### src/rtl/queue_28x3_pkg.sv
// Shared constants, types and pointer-wrap helper for the 28x3 queue.
// Optional flow-through mode is selected by QUEUE_28X3_FLOW_EN (see queue_28x3.sv).
package queue_28x3_pkg;

  localparam int DEPTH = 28;
  localparam int WIDTH = 3;
  localparam int PTR_W = 5;
  localparam int CNT_W = 5;

  typedef logic [WIDTH-1:0] payload_t;
  typedef logic [PTR_W-1:0] ptr_t;
  typedef logic [CNT_W-1:0] cnt_t;

  localparam ptr_t LAST_IDX = 5'd27;
  localparam cnt_t FULL_CNT = 5'd28;

  // Depth is not a power of two, so the wrap back to entry 0 is explicit.
  function automatic ptr_t next_ptr(input ptr_t p);
    return (p == LAST_IDX) ? '0 : p + 5'd1;
  endfunction

endpackage

### src/rtl/queue_28x3_ram.sv
// 28x3 register-file storage: synchronous write port W0, combinational read port R0.
// Contents are deliberately not reset.
module queue_28x3_ram
  import queue_28x3_pkg::*;
(
  input  logic [PTR_W-1:0] R0_addr,
  input  logic             R0_en,
  input  logic             R0_clk,
  output logic [WIDTH-1:0] R0_data,
  input  logic [PTR_W-1:0] W0_addr,
  input  logic             W0_en,
  input  logic             W0_clk,
  input  logic [WIDTH-1:0] W0_data
);

  payload_t mem_q [DEPTH];

  // The read is asynchronous; R0_clk exists only to keep the standard port set.
  logic r0_clk_unused;
  assign r0_clk_unused = R0_clk;

  always_ff @(posedge W0_clk) begin
    if (W0_en) begin
      mem_q[W0_addr] <= W0_data;
    end
  end

  always_comb begin
    R0_data = '0;
    if (R0_en && (R0_addr <= LAST_IDX)) begin
      R0_data = mem_q[R0_addr];
    end
  end

endmodule

### src/rtl/queue_28x3.sv
// 28-entry 3-bit ready/valid FIFO controller around queue_28x3_ram.
// Define QUEUE_28X3_FLOW_EN for zero-latency flow-through when the queue is empty.
module queue_28x3
  import queue_28x3_pkg::*;
(
  input  logic             clock,
  input  logic             reset_n,
  input  logic             io_enq_valid,
  output logic             io_enq_ready,
  input  logic [WIDTH-1:0] io_enq_bits,
  output logic             io_deq_valid,
  input  logic             io_deq_ready,
  output logic [WIDTH-1:0] io_deq_bits,
  output logic [CNT_W-1:0] io_count
);

  ptr_t     enq_ptr_q, enq_ptr_d;
  ptr_t     deq_ptr_q, deq_ptr_d;
  cnt_t     count_q, count_d;
  logic     empty, full;
  logic     enq_fire, deq_fire;
  logic     do_enq, do_deq;
  payload_t ram_rdata;

  assign empty = (count_q == '0);
  assign full  = (count_q == FULL_CNT);

  // Handshake: a transfer happens on a rising edge where valid and ready are both
  // high; ready never looks at the partner's valid, and enq_ready is a pure function
  // of state, so a full queue refuses even when a dequeue fires in the same cycle.
  assign io_enq_ready = ~full;
  assign enq_fire     = io_enq_valid & io_enq_ready;
  assign deq_fire     = io_deq_valid & io_deq_ready;

`ifdef QUEUE_28X3_FLOW_EN
  logic bypass;
  assign io_deq_valid = empty ? io_enq_valid : 1'b1;
  assign io_deq_bits  = io_deq_valid ? (empty ? io_enq_bits : ram_rdata) : '0;
  // A payload consumed in the same cycle it arrives never touches the memory.
  assign bypass = empty & io_enq_valid & io_deq_ready;
  assign do_enq = enq_fire & ~bypass;
  assign do_deq = deq_fire & ~empty;
`else
  assign io_deq_valid = ~empty;
  assign io_deq_bits  = io_deq_valid ? ram_rdata : '0;
  assign do_enq = enq_fire;
  assign do_deq = deq_fire;
`endif

  assign io_count = count_q;

  always_comb begin
    enq_ptr_d = enq_ptr_q;
    deq_ptr_d = deq_ptr_q;
    count_d   = count_q;
    if (do_enq) begin
      enq_ptr_d = next_ptr(enq_ptr_q);
    end
    if (do_deq) begin
      deq_ptr_d = next_ptr(deq_ptr_q);
    end
    case ({do_enq, do_deq})
      2'b10:   count_d = count_q + 5'd1;
      2'b01:   count_d = count_q - 5'd1;
      default: count_d = count_q;
    endcase
  end

  always_ff @(posedge clock or negedge reset_n) begin
    if (!reset_n) begin
      enq_ptr_q <= '0;
      deq_ptr_q <= '0;
      count_q   <= '0;
    end else begin
      enq_ptr_q <= enq_ptr_d;
      deq_ptr_q <= deq_ptr_d;
      count_q   <= count_d;
    end
  end

  queue_28x3_ram u_ram (
    .R0_addr (deq_ptr_q),
    .R0_en   (~empty),
    .R0_clk  (clock),
    .R0_data (ram_rdata),
    .W0_addr (enq_ptr_q),
    .W0_en   (do_enq),
    .W0_clk  (clock),
    .W0_data (io_enq_bits)
  );

endmodule
### config.mk
export PLATFORM = sky130hd
export DESIGN_NAME = queue_28x3
export DESIGN_NICKNAME = d
export VERILOG_FILES = /design/src/rtl/queue_28x3_pkg.sv /design/src/rtl/queue_28x3_ram.sv /design/src/rtl/queue_28x3.sv
export SDC_FILE = /design/constraint.sdc
export NUM_CORES = 1
export LEC_CHECK = 0
export ABC_CLOCK_PERIOD_IN_PS = 5500
export BUFFER_PORTS_ARGS = -buffer_cell sky130_fd_sc_hd__buf_2
export CAP_MARGIN = 15
export CORE_ASPECT_RATIO = 0.75
export CORE_MARGIN = 5
export CORE_UTILIZATION = 35
export CTS_BUF_LIST = sky130_fd_sc_hd__clkbuf_4
export CTS_CLUSTER_DIAMETER = 40
export CTS_CLUSTER_SIZE = 10
export DETAILED_ROUTE_END_ITERATION = 16
export PLACE_DENSITY = 0.6
export RECOVER_POWER = 25
export SETUP_SLACK_MARGIN = 0.15
export SYNTH_ARGS = -nofsm -noshare
export SYNTH_HDL_FRONTEND = slang
export SYNTH_SLANG_ARGS = --single-unit
### constraint.sdc
create_clock -name clock -period 5.5 [get_ports clock]
set_input_delay 0.55 -clock clock [delete_from_list [all_inputs] [get_ports clock]]
set_output_delay 0.55 -clock clock [all_outputs]
set_load 0.01 [all_outputs]
## Yosys cells after proc, flatten, opt, wreduce, memory -nomap -nowiden

Memories as Yosys holds them, arrays and structs flattened.
Cells that the tools add are included.

| operators by class | value |
|---|---|
| bitwise gates (word level) | 4 |
| add/subtract/negate cells | 4 |
| reductions and logical operators | 3 |
| muxes and demuxes | 7 |
| equal/unequal tests | 5 |
| $lt $le $gt $ge | 1 |

Operator list:

| cell | count |
|---|---|
| 5-bit by 1-bit adder with 5-bit output (second input constant) | 3 |
| 5-bit equality test (second input constant) | 3 |
| 5-bit two-way mux | 2 |
| 5-bit case mux with 2 select lines | 1 |
| 3-bit two-way mux | 2 |
| 5-bit less-or-equal comparator (second input constant) | 1 |
| 5-bit zero test | 1 |
| 5-bit by 1-bit subtractor with 5-bit output (second input constant) | 1 |
| 1-bit AND | 2 |
| 2-bit by 1-bit equality test with 1-bit output (second input constant) | 1 |
| 2-bit equality test (second input constant) | 1 |
| 1-bit two-way mux | 2 |
| 1-bit inverter | 2 |
| 2-bit nonzero test | 1 |
| 1-bit logical AND | 1 |

| word-level totals | value |
|---|---|
| bits in writable memories | 84 |
| word-level logic and storage cells | 28 |
| input port bits | 7 |
| memories kept | 1 |
| flip-flop bits (word level) | 15 |

Memory list:

| name | depth | width | rd ports | clocked after memory_dff | write ports | line | source |
|---|---|---|---|---|---|---|---|
| u_ram.mem_q | 28 | 3 | 1 | 0 | 1 | queue_28x3_ram.sv:16 | `payload_t mem_q [DEPTH];` |

## Logic depth before layout (Yosys ltp)

| logic depth | value |
|---|---|
| word-level depth | 5 |
| mapped depth | 13 |

## Hierarchy

A second synthesis with hierarchy kept.

| unflattened totals | value |
|---|---|
| cell total of the unflattened synthesis | 295 |
| area, all modules | 4566.9 sq um |

By module, submodules not included:

| module | instances | cells each | area an instance (sq um) |
|---|---|---|---|
| queue_28x3_ram | 1 | 191 | 3529.6 |
| queue_28x3 | 1 | 104 | 1037.2 |

## Worst setup path before layout

OpenSTA, ideal clock, no wires.

| path | value |
|---|---|
| path kind | flip-flop to flip-flop |
| from | register count_q[2] (netlist: io_count[2]) |
| to | register count_q[4] (netlist: io_count[4]) |
| path buffers | 1 |
| path slack | 3028 ps |
| period minus slack after synthesis | 2472 ps |
| library setup time | 130 ps |
| stages on the path, launching flop included | 14 |
| arrival | 2342 ps |
| data required time | 5370 ps |
| cell sequence | dfrtp_1 > buf_2 > nor3_1 > nand2_1 > nand2_1 > inv_1 > ha_1 > xor2_1 > ha_1 > nor2_1 > a22oi_1 > o22ai_1 > nand2_1 > xnor2_1 |

| on the way | value |
|---|---|
| longest elaborated chain between the ends | 5 |
| elaborated cells on any way between the ends | 12 |
| classes of those cells | add/sub: 2; eq/ne: 3; mux: 1; bitwise: 4; reduce/logical: 2 |

RTL lines:

| what | line | source |
|---|---|---|
| start: declaration | queue_28x3.sv:19 | `cnt_t count_q, count_d;` |
| start signal: assignment | queue_28x3.sv:77 | `count_q <= count_d;` |
| 5-bit zero test * | queue_28x3.sv:25 | `assign empty = (count_q == '0);` |
| 1-bit inverter * | queue_28x3.sv:44 | `assign io_deq_valid = ~empty;` |
| via io_deq_valid | queue_28x3.sv:11 | `output logic io_deq_valid,` |
| 1-bit AND * | queue_28x3.sv:33 | `assign deq_fire = io_deq_valid & io_deq_ready;` |
| via deq_fire | queue_28x3.sv:21 | `logic enq_fire, deq_fire;` |
| 2-bit by 1-bit equality test with 1-bit output / 2-bit equality test (equally long branches) | queue_28x3.sv:62 | `case ({do_enq, do_deq})` |
| 5-bit case mux with 2 select lines / 2-bit nonzero test (equally long branches) | - |  |

Mark *: on every way through the listed nets, which the timed path passes. The rest lies on a longest branch.
A chain may end at the register's enable or synchronous reset.

## Worst setup path after layout

| path | value |
|---|---|
| from | register deq_ptr_q[0] |
| to | output port io_deq_bits[1] |

| on the way | value |
|---|---|
| longest elaborated chain between the ends | 4 |
| elaborated cells on any way between the ends | 5 |
| classes of those cells | order compare: 1; mux: 2; reduce/logical: 1; memory: 1 |

RTL lines:

| what | line | source |
|---|---|---|
| start: declaration | queue_28x3.sv:18 | `ptr_t deq_ptr_q, deq_ptr_d;` |
| start signal: assignment | queue_28x3.sv:76 | `deq_ptr_q <= deq_ptr_d;` |
| branches (longest 2 deep; another with memory read 28 x 3 bit) | - |  |
| 3-bit two-way mux * | queue_28x3_ram.sv:30 | `if (R0_en && (R0_addr <= LAST_IDX)) begin` |
| 3-bit two-way mux * | queue_28x3.sv:45 | `assign io_deq_bits = io_deq_valid ? ram_rdata : '0;` |
| end: declaration | queue_28x3.sv:13 | `output logic [WIDTH-1:0] io_deq_bits,` |

Every way passes the cells marked *.

==> results.yml <==
cells_and_area:
  n_antenna_cell: 0
  drive_above_1_share_pct: 18.12
  seq_area_um2: 2899
  final-instance-count-excl-fill: 475
  area_growth_pct: 7.989
  layout.nets: 319
  multi_input_area_um2: 1341
  fillCellCount: 1124
synth:
  yosysSeqAreaShare_pct: 66.55
  synth-seq-cells: 99
  syn_inst: 289
  synth_cell_type_count: 47
  yosysWarnings: 0
  syn-num-nets: 304
  synth_edf_count: 84
  netlist_area_um2: 4354
  ys.flop_type: "edfxtp_1"
  postSynthAreaPerCell_um2: 15.07
  synthArstFlopShare_pct: 15.15
setup_path:
  crit_family: "flip-flops"
  cp_slowest_cell: "dfrtp_2"
  cp.arrival_ps: 2740
  crit_chain: "ha_1, inv_1, a31oi_1, o21a_1, o21ai_0, nor4_1, buf_2"
  setup.worst_path.start_class: "flip-flop"
  cp-end-kind: "output port"
  crit_type: "flip-flop to output port"
  startpoint: "deq_ptr_q[0]"
  cp_data_required_time_ps: 4950
  reg2reg_from: "io_count[2]"
  max_stage_delay_ps: 1010
  timing.critical_path.buf_inv: 2
  worstPathMaxFanout: 33
place:
  finalWeightedCongestion: 0.8126
  dp.cells: 458
  io_buffers: 16
  place_hpwl_um: 5804
global_routing:
  grt_antenna_before_repair: 0
  grt_pass1_wl_um: 13770
  grt_usage_pct: 12.07
  grt_pass1_vias: 2459
  grt_max_degree: 34
  gr-total-overflow: 0
floorplan:
  core-area_um2: 12220
  io_pins: 17
  die_h_um: 106.6
  fp.dieW_um: 138.8
  rows: 35
  start_util_pct: 35.64
  dieArea_um2: 14790
power_and_ir_drop:
  ir_drop_v: 0.0001857
  power.density_nw_per_um2: 459.4
  p_sw_share_pct: 35.85
  p_comb_share_pct: 31.0
  seq_power_share_pct: 51.5
  internal_power_mw: 1.386
  clkPwrFrac_pct: 17.4
  p_leak_nw: 1.569
  power_switching_mw: 0.7743
clock_tree:
  cts_tree: "done"
  root_buffer: "clkbuf_4"
  clk_latency_ps: 440
  cts_setup_buffers: 0
  cts.sinks: 99
  cts_max_level: 3
  cts_max_path_buffers: 2
  clkTransAtPathRegs_ps: 130
  numCtsBuffers: 9
detailed_routing:
  post_drt_wl_per_cell_um: 18.31
  vias_per_cell: 5.105
  first_pass_iters: 4
  via_count: 2425
  ant_nets: 0
  drc: 0
  routed_wl_um: 8697
  drt-initial-drc-count: 257
sta:
  rsz0062_at_grt: "no"
  max_freq_mhz: 303.7
  worst_slew_pin_slew_ps: 1240
  fin_crit_ps: 3292
  finalSetupTns_ps: 0
  slew_headroom_pct: 17.35
  fin_skew_ps: 17.56
  slew_viol_final: 0
  hold_viol: 0
  finalCritPeriodShare_pct: 59.86
  final-setup-viol-count: 0
min_path:
  hold_path_class: "input port to flip-flop"
  min-delay-start: "io_deq_ready"
status:
  outcome: "finished clean"
job:
  maxCapViolCount: 0
## per-layer routing
layer	wire length [µm]	GRT usage, %	up-vias
li1	-	-	1132
met5	0	0	-
met2	4200	20.13	41
met1	3981	16.21	1241
met4	93	3.003	0
met3	422	2.675	11
## power groups by stage
| stage | sequential [mW] | clock [mW] | combinational [mW] |
|---|---|---|---|
| final | 1.11 | 0.376 | 0.670 |
| after global routing | 1.13 | 0.416 | 0.738 |
| after CTS | 1.11 | 0.385 | 0.679 |
| after detailed placement | 1.13 | 0 | 0.676 |
| after global placement | 1.12 | 0 | 0.664 |
| after floorplan | 0.981 | 0 | 0.630 |
## final cells by class
| class | count | area share, % |
|---|---|---|
| Sequential cell | 99 | 61.66 |
| Multi-Input combinational cell | 169 | 28.53 |
| Clock inverter | 5 | 1.144 |
| Clock buffer | 11 | 1.756 |
| Tap cell | 166 | 4.417 |
| Inverter | 8 | 0.6386 |
| Timing Repair Buffer | 17 | 1.863 |
## sequential cells by signal, indices dropped and copies added, names as in the netlist
signal       count
io_count         5
deq_ptr_q        5
u_ram.mem_q     84
enq_ptr_q        5
## synth_stat cells, types with 4 or more instances
cell / count / area share, %
mux4_2: 12 / 6.2
ha_1: 8 / 2.3
clkbuf_1: 4 / 0.34
o22ai_1: 11 / 1.6
nor2_1: 40 / 3.4
nor3_1: 4 / 0.46
a21oi_1: 4 / 0.46
xor2_1: 4 / 0.80
edfxtp_1: 84 / 58
o21ai_0: 7 / 0.80
or3b_2: 4 / 0.80
mux2i_1: 12 / 2.8
inv_1: 8 / 0.69
nand3b_1: 4 / 0.69
buf_2: 4 / 0.46
dfrtp_1: 15 / 8.6
nand2_1: 17 / 1.5
## path summary, 6_finish.rpt
kind | depth (start not counted) | end | slack (ps)
worst max-delay path | 7 | io_deq_bits[1] | 2210
worst min-delay path | 4 | deq_ptr_q[1] | 500
worst max register to register | 10 | io_count[3] | 2650
worst min register to register | 1 | io_count[0] | 620
max in group asynchronous | 2 | deq_ptr_q[0] | 4660
min in group asynchronous | 2 | io_count[1] | 530
## stage by stage
stage / utilization [%] / worst slack [ps] / power (mW) / instance area [µm²] / hold WS [ps]
after floorplan: - / 3028 / 1.611 / 4354 / 254.4
after detailed placement: 37.31 / 2660 / 1.805 / 4558 / 493.6
after global routing: 38.48 / 1986 / 2.286 / 4702 / 504.7
final: 38.48 / 2208 / 2.160 / 4702 / 497.4
after CTS: 38.50 / 2151 / 2.176 / 4705 / 477.5
after global placement: 37.31 / 2731 / 1.783 / 4558 / 492.1
## cells by family (layout without fill, tap and decap cells)
family | after synthesis | in the layout | share of synthesized area [%]
compound gates | 37 | 37 | 6.121
xor+xnor | 7 | 7 | 1.408
fa+ha+maj | 8 | 8 | 2.299
buf+inv | 21 | 41 | 2.643
flops | 99 | 99 | 66.55
mux | 30 | 30 | 11.55
simple gates | 87 | 87 | 9.425
## cells in the final DEF (no fill, tap or decap), types with 3 or more instances in the layout
cell / netlist / routed
nor2_1: 40 / 40
mux2i_1: 12 / 12
ha_1: 8 / 8
nand3_1: 3 / 3
a21oi_1: 4 / 4
dfrtp_1: 15 / 14
nand4_1: 3 / 3
mux4_2: 12 / 12
nand2_1: 17 / 17
xor2_1: 4 / 4
or3b_2: 4 / 4
edfxtp_1: 84 / 84
buf_2: 4 / 14
o21ai_0: 7 / 7
clkbuf_4: 0 / 11
inv_1: 8 / 8
xnor2_1: 3 / 3
mux2_2: 3 / 3
o22ai_1: 11 / 11
nand3b_1: 4 / 4
or2_2: 3 / 3
mux4_1: 3 / 3
nor3_1: 4 / 4
## worst min-delay path, delay by kind of cell
kind | cells | cell delay [ps]
buffers and inverters | 1 | 70
and+or+nand+nor | 3 | 280
## timing repair
| item | in CTS | in global routing |
|---|---|---|
| endpoints found under the hold margin | 8 | 0 |
| setup endpoints to repair | 0 | 0 |
| hold buffers | 1 | 0 |
| gates resized for setup | 0 | 0 |
Note: power is estimated with default switching activity, not from simulation.
